$ cat config.mk
export PLATFORM = sky130hd
export DESIGN_NAME = uart_8250_rx
export DESIGN_NICKNAME = d
export VERILOG_FILES = /design/src/rtl/uart_8250_pkg.sv /design/src/rtl/uart_8250_rx_fifo.sv /design/src/rtl/uart_8250_rx.sv
export SDC_FILE = /design/constraint.sdc
export NUM_CORES = 1
export LEC_CHECK = 0
export BUFFER_PORTS_ARGS = -buffer_cell sky130_fd_sc_hd__buf_4
export CORE_MARGIN = 8
export CORE_UTILIZATION = 47
export CTS_BUF_LIST = sky130_fd_sc_hd__clkbuf_4
export CTS_CLUSTER_DIAMETER = 40
export DETAILED_ROUTE_END_ITERATION = 6
export HOLD_SLACK_MARGIN = 0.05
export MAX_ROUTING_LAYER = met4
export PLACE_DENSITY = 0.73
export SYNTH_ARGS = -nofsm -noshare
export SYNTH_HDL_FRONTEND = slang
export SYNTH_HIERARCHICAL = 1
export SYNTH_SLANG_ARGS = --single-unit
$ cat constraint.sdc
create_clock -name CLK_I -period 5.2 [get_ports CLK_I]
set_input_delay 1.04 -clock CLK_I [delete_from_list [all_inputs] [get_ports CLK_I]]
set_output_delay 1.04 -clock CLK_I [all_outputs]
set_load 0.005 [all_outputs]
$ cat src/rtl/uart_8250_pkg.sv
// Shared types and constants for the 8250 UART receive path.
// UART_RX_PARITY_EN adds the PARITY state to the rx FSM encoding.
package uart_8250_pkg;

  typedef enum logic [2:0] {
    RX_IDLE      = 3'd0,
    RX_START     = 3'd1,
    RX_DATA      = 3'd2,
    RX_STOP      = 3'd3,
    RX_WAIT_HIGH = 3'd4
`ifdef UART_RX_PARITY_EN
    , RX_PARITY  = 3'd5
`endif
  } rx_state_t;

  localparam int LSR_DR = 0;
  localparam int LSR_OE = 1;
  localparam int LSR_PE = 2;
  localparam int LSR_FE = 3;
  localparam int LSR_BI = 4;

  localparam int LCR_WLS = 0;
  localparam int LCR_STB = 2;
  localparam int LCR_PEN = 3;
  localparam int LCR_EPS = 4;

  function automatic int unsigned trig_level(input logic [1:0] sel);
    unique case (sel)
      2'd0: return 1;
      2'd1: return 4;
      2'd2: return 8;
      default: return 14;
    endcase
  endfunction

endpackage

$ cat src/rtl/uart_8250_rx_fifo.sv
// Receive FIFO: show-ahead read, flush, level, overrun detect.
// Pointers carry one wrap bit above the address.
module uart_8250_rx_fifo #(
  parameter int DEPTH = 16,
  parameter int LVL_W = $clog2(DEPTH + 1)
) (
  input  logic             CLK_I,
  input  logic             RST_I,
  input  logic             push,
  input  logic [7:0]       wdata,
  input  logic             pop,
  input  logic             flush,
  output logic [7:0]       rdata,
  output logic             empty,
  output logic             full,
  output logic             ovf,
  output logic [LVL_W-1:0] level
);

  localparam int AW = $clog2(DEPTH);

  logic [7:0]       mem [DEPTH];
  logic [LVL_W-1:0] wp_q, rp_q;
  logic             do_push, do_pop;

  assign level   = wp_q - rp_q;
  assign empty   = (level == '0);
  assign full    = (level == LVL_W'(DEPTH));
  assign do_pop  = pop & ~empty;
  assign do_push = push & (~full | do_pop);
  assign ovf     = push & full & ~pop & ~flush;
  assign rdata   = mem[rp_q[AW-1:0]];

  always_ff @(posedge CLK_I) begin
    if (RST_I || flush) begin
      wp_q <= '0;
      rp_q <= '0;
    end else begin
      if (do_push) wp_q <= wp_q + 1'b1;
      if (do_pop)  rp_q <= rp_q + 1'b1;
    end
  end

  always_ff @(posedge CLK_I) begin
    if (do_push && !flush) mem[wp_q[AW-1:0]] <= wdata;
  end

endmodule

$ cat src/rtl/uart_8250_rx.sv
// 8250 UART receive path: synchroniser, bit timer, frame FSM, FIFO.
// Define UART_RX_PARITY_EN to build parity checking.
module uart_8250_rx
  import uart_8250_pkg::*;
#(
  parameter int FIFO_DEPTH = 16,
  parameter int LVL_W      = $clog2(FIFO_DEPTH + 1)
) (
  input  logic             CLK_I,
  input  logic             RST_I,
  input  logic             RX_I,
  input  logic [15:0]      DIV_I,
  input  logic [7:0]       LCR_I,
  input  logic [1:0]       RX_TRIG_I,
  input  logic             RX_FLUSH_I,
  input  logic             RX_POP_I,
  input  logic             LSR_CLR_I,
  output logic [7:0]       RX_DATA_O,
  output logic             RX_DR_O,
  output logic             RX_OE_O,
  output logic             RX_PE_O,
  output logic             RX_FE_O,
  output logic             RX_BI_O,
  output logic             RX_TRIG_O,
  output logic [LVL_W-1:0] RX_LEVEL_O
);

  logic        rx_s1, rx_s2, rx_d;
  rx_state_t   state_q, state_n;
  logic [16:0] cnt_q, cnt_n, half, bitl;
  logic [2:0]  idx_q, idx_n, last;
  logic [7:0]  shr_q, shr_n, head;
  logic        par_q, par_n, expire;
  logic        push, pe_ev, fe_ev, bi_ev, ovf;
  logic        oe_q, pe_q, fe_q, bi_q;
  logic        empty, full;
  logic [4:0]  lsr;
  logic [31:0] thr;
  logic [LVL_W-1:0] level;
  logic        unused_lcr;

`ifdef UART_RX_PARITY_EN
  assign unused_lcr = ^{LCR_I[7:5], LCR_I[LCR_STB]};
`else
  assign unused_lcr = ^{LCR_I[7:2]};
`endif

  assign half   = (DIV_I == '0) ? 17'd1 : {1'b0, DIV_I};
  assign bitl   = half << 1;
  assign expire = (cnt_q == '0);
  assign last   = 3'd4 + {1'b0, LCR_I[LCR_WLS+1:LCR_WLS]};

  always_comb begin
    state_n = state_q;
    cnt_n   = expire ? cnt_q : cnt_q - 17'd1;
    idx_n   = idx_q;
    shr_n   = shr_q;
    par_n   = par_q;
    push    = 1'b0;
    pe_ev   = 1'b0;
    fe_ev   = 1'b0;
    bi_ev   = 1'b0;
    unique case (state_q)
      RX_IDLE: begin
        if (rx_d && !rx_s2) begin
          cnt_n   = half - 17'd1;
          state_n = RX_START;
        end
      end
      RX_START: begin
        if (expire) begin
          if (!rx_s2) begin
            cnt_n   = bitl - 17'd1;
            idx_n   = '0;
            shr_n   = '0;
            par_n   = 1'b0;
            state_n = RX_DATA;
          end else begin
            state_n = RX_IDLE;
          end
        end
      end
      RX_DATA: begin
        if (expire) begin
          shr_n[idx_q] = rx_s2;
          cnt_n = bitl - 17'd1;
          idx_n = idx_q + 3'd1;
          if (idx_q == last) begin
`ifdef UART_RX_PARITY_EN
            state_n = LCR_I[LCR_PEN] ? RX_PARITY : RX_STOP;
`else
            state_n = RX_STOP;
`endif
          end
        end
      end
`ifdef UART_RX_PARITY_EN
      RX_PARITY: begin
        if (expire) begin
          par_n   = rx_s2;
          cnt_n   = bitl - 17'd1;
          state_n = RX_STOP;
        end
      end
`endif
      RX_STOP: begin
        if (expire) begin
          push  = 1'b1;
          fe_ev = ~rx_s2;
          bi_ev = ~rx_s2 & (shr_q == '0) & ~par_q;
`ifdef UART_RX_PARITY_EN
          // EPS=1: parity bit equals XOR of data (even total)
          pe_ev = LCR_I[LCR_PEN] &
                  (par_q != (LCR_I[LCR_EPS] ? ^shr_q : ~^shr_q));
`endif
          state_n = bi_ev ? RX_WAIT_HIGH : RX_IDLE;
        end
      end
      RX_WAIT_HIGH: begin
        if (rx_s2) state_n = RX_IDLE;
      end
      default: state_n = RX_IDLE;
    endcase
  end

  always_ff @(posedge CLK_I) begin
    if (RST_I) begin
      rx_s1   <= 1'b1;
      rx_s2   <= 1'b1;
      rx_d    <= 1'b1;
      state_q <= RX_IDLE;
      cnt_q   <= '0;
      idx_q   <= '0;
      shr_q   <= '0;
      par_q   <= 1'b0;
      oe_q    <= 1'b0;
      pe_q    <= 1'b0;
      fe_q    <= 1'b0;
      bi_q    <= 1'b0;
    end else begin
      rx_s1   <= RX_I;
      rx_s2   <= rx_s1;
      rx_d    <= rx_s2;
      state_q <= state_n;
      cnt_q   <= cnt_n;
      idx_q   <= idx_n;
      shr_q   <= shr_n;
      par_q   <= par_n;
      oe_q    <= ovf   | (oe_q & ~LSR_CLR_I);
      pe_q    <= pe_ev | (pe_q & ~LSR_CLR_I);
      fe_q    <= fe_ev | (fe_q & ~LSR_CLR_I);
      bi_q    <= bi_ev | (bi_q & ~LSR_CLR_I);
    end
  end

  uart_8250_rx_fifo #(
    .DEPTH (FIFO_DEPTH),
    .LVL_W (LVL_W)
  ) u_fifo (
    .CLK_I (CLK_I),
    .RST_I (RST_I),
    .push  (push),
    .wdata (shr_q),
    .pop   (RX_POP_I),
    .flush (RX_FLUSH_I),
    .rdata (head),
    .empty (empty),
    .full  (full),
    .ovf   (ovf),
    .level (level)
  );

  always_comb begin
    lsr         = '0;
    lsr[LSR_DR] = ~empty;
    lsr[LSR_OE] = oe_q;
    lsr[LSR_PE] = pe_q;
    lsr[LSR_FE] = fe_q;
    lsr[LSR_BI] = bi_q;
    thr = trig_level(RX_TRIG_I);
    if (thr > FIFO_DEPTH) thr = FIFO_DEPTH;
  end

  assign RX_DR_O    = lsr[LSR_DR];
  assign RX_OE_O    = lsr[LSR_OE];
  assign RX_PE_O    = lsr[LSR_PE];
  assign RX_FE_O    = lsr[LSR_FE];
  assign RX_BI_O    = lsr[LSR_BI];
  assign RX_DATA_O  = empty ? 8'h00 : head;
  assign RX_LEVEL_O = level;
  assign RX_TRIG_O  = (32'(level) >= thr) & ~full | full;

endmodule

==> impl_metrics.env <==
export IMPL_synth_top_area_share_pct=45.63
export IMPL_synth_area_mm2=0.008424
export IMPL_cts_htree_levels=4
export IMPL_vias=5457
export IMPL_die_h_um=149.9
export IMPL_yosysUniqueCellTypes=60
export IMPL_cpPeakStageDelay_ns=0.68
export IMPL_timing_final_crit_share_pct=84.60
export IMPL_power_leakage_nw=3.161
export IMPL_rows=49
export IMPL_p_sw_mw=0.9455
export IMPL_clk_pin_slew_ns=0.16
export IMPL_yosysMostFrequentCell="edfxtp_1"
export IMPL_wirelength_mm=17.30
export IMPL_synth_edf_count=128
export IMPL_dp_cells=897
export IMPL_ant_nets=0
export IMPL_dpl_hpwl_mm=12.15
export IMPL_finalHoldViolCount=0
export IMPL_seqPwrFrac_pct=54.3
export IMPL_power_share_clock_pct=25.8
export IMPL_layoutNonFillerInstCount=930
export IMPL_path_common_cell="inv_1"
export IMPL_clock_root_buffer="clkbuf_4"
export IMPL_multi_input_area_mm2=0.003323
export IMPL_antenna_found_initial=1
export IMPL_gp_congestion=0.8618
export IMPL_cp_max_fo=17
export IMPL_seq_area_mm2=0.004887
export IMPL_cts_tree="done"
export IMPL_synth_area_leaders="edfxtp_1 (46%), dfxtp_1 (12%), mux4_2 (11%)"
export IMPL_period_minus_slack_ns=4.399
export IMPL_slew_headroom_pct=29.06
export IMPL_grt_overflow=0
export IMPL_min_from="rx_s1"
export IMPL_cts_resized=0
export IMPL_syn2layout_area_growth_pct=9.624
export IMPL_ys_warn_count=6
export IMPL_maxCapViolCount=0
export IMPL_finalNetCount=737
export IMPL_worstPathCellList="inv_1 > ha_1 > inv_1 > fa_1 > nor3b_1 > nand4b_2 > a2bb2oi_2 > nor2b_1 > buf_4"
export IMPL_cp_data_arrival_time_ns=3.36
export IMPL_max_vdd_ir_drop_mv=0.2148
export IMPL_worstSetupStartpoint="u_fifo/wp_q[0]"
export IMPL_ys_seq_area_share_pct=57.98
export IMPL_hp_class="register to register"
export IMPL_post_drt_wl_per_cell_um=18.61
export IMPL_cts_made_buffers=17
export IMPL_syn_avg_cell_area_um2=12.96
export IMPL_ys_flop_type="edfxtp_1"
export IMPL_grt_pass1_wl_mm=28.31
export IMPL_grt_pass1_vias=5453
export IMPL_max_freq_ghz=0.2273
export IMPL_pwr_share_comb_pct=20.0
export IMPL_start_util_pct=47.38
export IMPL_ys_top_cells_by_count="edfxtp_1 (128), dfxtp_1 (52), nor2_1 (44)"
export IMPL_rsz0062_at_grt="false"
export IMPL_ys_ff_latch=180
export IMPL_p_int_mw=2.081
export IMPL_slowest_stage="a2bb2oi_2"
export IMPL_cp_start_kind="register"
export IMPL_cts_hold_buf=0
export IMPL_drive_above_1_share_pct=20.71
export IMPL_route_detailed_drc=0
export IMPL_p_sw_share_pct=31.24
export IMPL_clk_latency_ns=0.57
export IMPL_avgViaCountPerCell=5.868
export IMPL_cts_buffer_depth=2
export IMPL_cp_required_ns=4.16
export IMPL_finalSetupViolCount=0
export IMPL_grt_usage_pct=16.55
export IMPL_die_area_mm2=0.02246
export IMPL_grt_max_degree=33
export IMPL_worst_pin_slew_ns=1.037
export IMPL_drt_first_pass_iters=5
export IMPL_crit_family="adder cells"
export IMPL_syn_nets=700
export IMPL_path_class="register to primary output"
export IMPL_core_mm2=0.01778
export IMPL_fillers=1482
export IMPL_post_cts_buffers=0
export IMPL_slew_viol_final=0
export IMPL_drtIter0Drc=465
export IMPL_synth_top_area_cell="edfxtp_1"
export IMPL_power_density_mw_per_mm2=327.8
export IMPL_die_x_um=149.9
export IMPL_skew_ns=0.02475
export IMPL_status="finished clean"
export IMPL_power_mw=3.027
export IMPL_portBuffers=44
export IMPL_timing_rr_start="cnt_q[10]"
export IMPL_pin_count=51
export IMPL_cts_sinks=180
export IMPL_worst_path_buf_inv=3
export IMPL_fin_setup_tns_ns=0
export IMPL_crit_path_end_kind="primary output"
export IMPL_finish_utilization_pct=51.94
export IMPL_syn_inst=650
export IMPL_ys_async_sr_fraction_pct=0
worst reg2reg max path, stage by stage, from the launching register on:
cell	delay (ns)
dfxtp_1	0.36
nor4_2	0.56
and4_1	0.28
buf_4	0.27
inv_1	0.25
nor4_1	0.35
buf_4	0.23
nand2_1	0.12
or2_2	0.35
nor2_1	0.78
sequential cells by signal, summed over array words and instances (netlist names), named ones only:
| signal | flops |
|---|---|
| u_fifo/wp_q | 5 |
| u_fifo/rp_q | 5 |
| shr_q | 8 |
| rx_s1 | 1 |
| RX_PE_O | 1 |
| RX_OE_O | 1 |
| RX_BI_O | 1 |
| RX_FE_O | 1 |
| idx_q | 3 |
| u_fifo/mem | 128 |
| rx_d | 1 |
| cnt_q | 17 |
| rx_s2 | 1 |
| state_q | 3 |
cell type report:
class | count | area share (%)
Sequential cell | 180 | 52.92
Multi-Input combinational cell | 417 | 35.98
Timing Repair Buffer | 47 | 3.821
Tap cell | 229 | 3.103
Clock inverter | 14 | 1.707
Clock buffer | 18 | 1.463
Inverter | 24 | 0.9755
Antenna cell | 1 | 0.02710
stage by stage:
stage / area (µm²) / hold slack (ns) / setup slack (ns)
floorplan: 8424 / 0.3895 / 1.791
global placement: 8940 / 0.3963 / 1.459
detailed placement: 8940 / 0.3985 / 1.316
CTS: 9233 / 0.4358 / 0.7287
global route: 9235 / 0.4411 / 0.5281
finish: 9235 / 0.4321 / 0.8010
kinds of logic (layout without fill, tap and decap cells):
logic type / after synthesis / in the layout / synth area share, %
XOR/XNOR: 15 / 15 / 1.559
flip-flops: 180 / 180 / 57.98
buffers and inverters: 53 / 103 / 2.569
other: 0 / 1 / 0
multiplexers: 43 / 43 / 11.06
AND/OR/NAND/NOR: 210 / 210 / 13.77
AO/OA/AOI/OAI: 131 / 131 / 10.29
adder cells (fa/ha/maj): 18 / 18 / 2.762
placed cells by master, fill, tap and decap left out, types with 17 or more instances in the layout:
cell / n
buf_4: 47
nor3_1: 17
dfxtp_1: 50
o21ai_0: 30
clkbuf_4: 18
nor2_1: 44
edfxtp_1: 128
a21oi_1: 31
ha_1: 17
inv_1: 24
nand2_1: 35
mux4_2: 40
metal layers:
layer | GRT usage (%) | vias up | routed length [µm] | part of all wire, %
met4 | 6.047 | 0 | 280 | 1.6
met2 | 27.27 | 179 | 8684 | 50
met5 | - | - | 0 | 0
met1 | 19.91 | 2662 | 7495 | 43
met3 | 3.266 | 26 | 843 | 4.9
li1 | - | 2590 | - | -
power groups by stage:
stage,clock [mW],combinational (mW),sequential [mW]
6_report,0.780,0.604,1.64
4_1_cts,0.799,0.591,1.64
3_3_place_gp,0,0.561,1.67
5_1_grt,0.861,0.659,1.65
2_1_floorplan,0,0.474,1.65
3_5_place_dp,0,0.587,1.67
worst paths after layout:
check,endpoint,slack (ns),depth (start not counted)
hold reg to reg,rx_s2,0.43,1
setup reg to reg,u_fifo/mem[3][0],1.31,9
setup / recovery,RX_DATA_O[0],0.80,9
hold / removal,rx_s2,0.43,1
No activity file was read; power rests on OpenSTA's default activity.
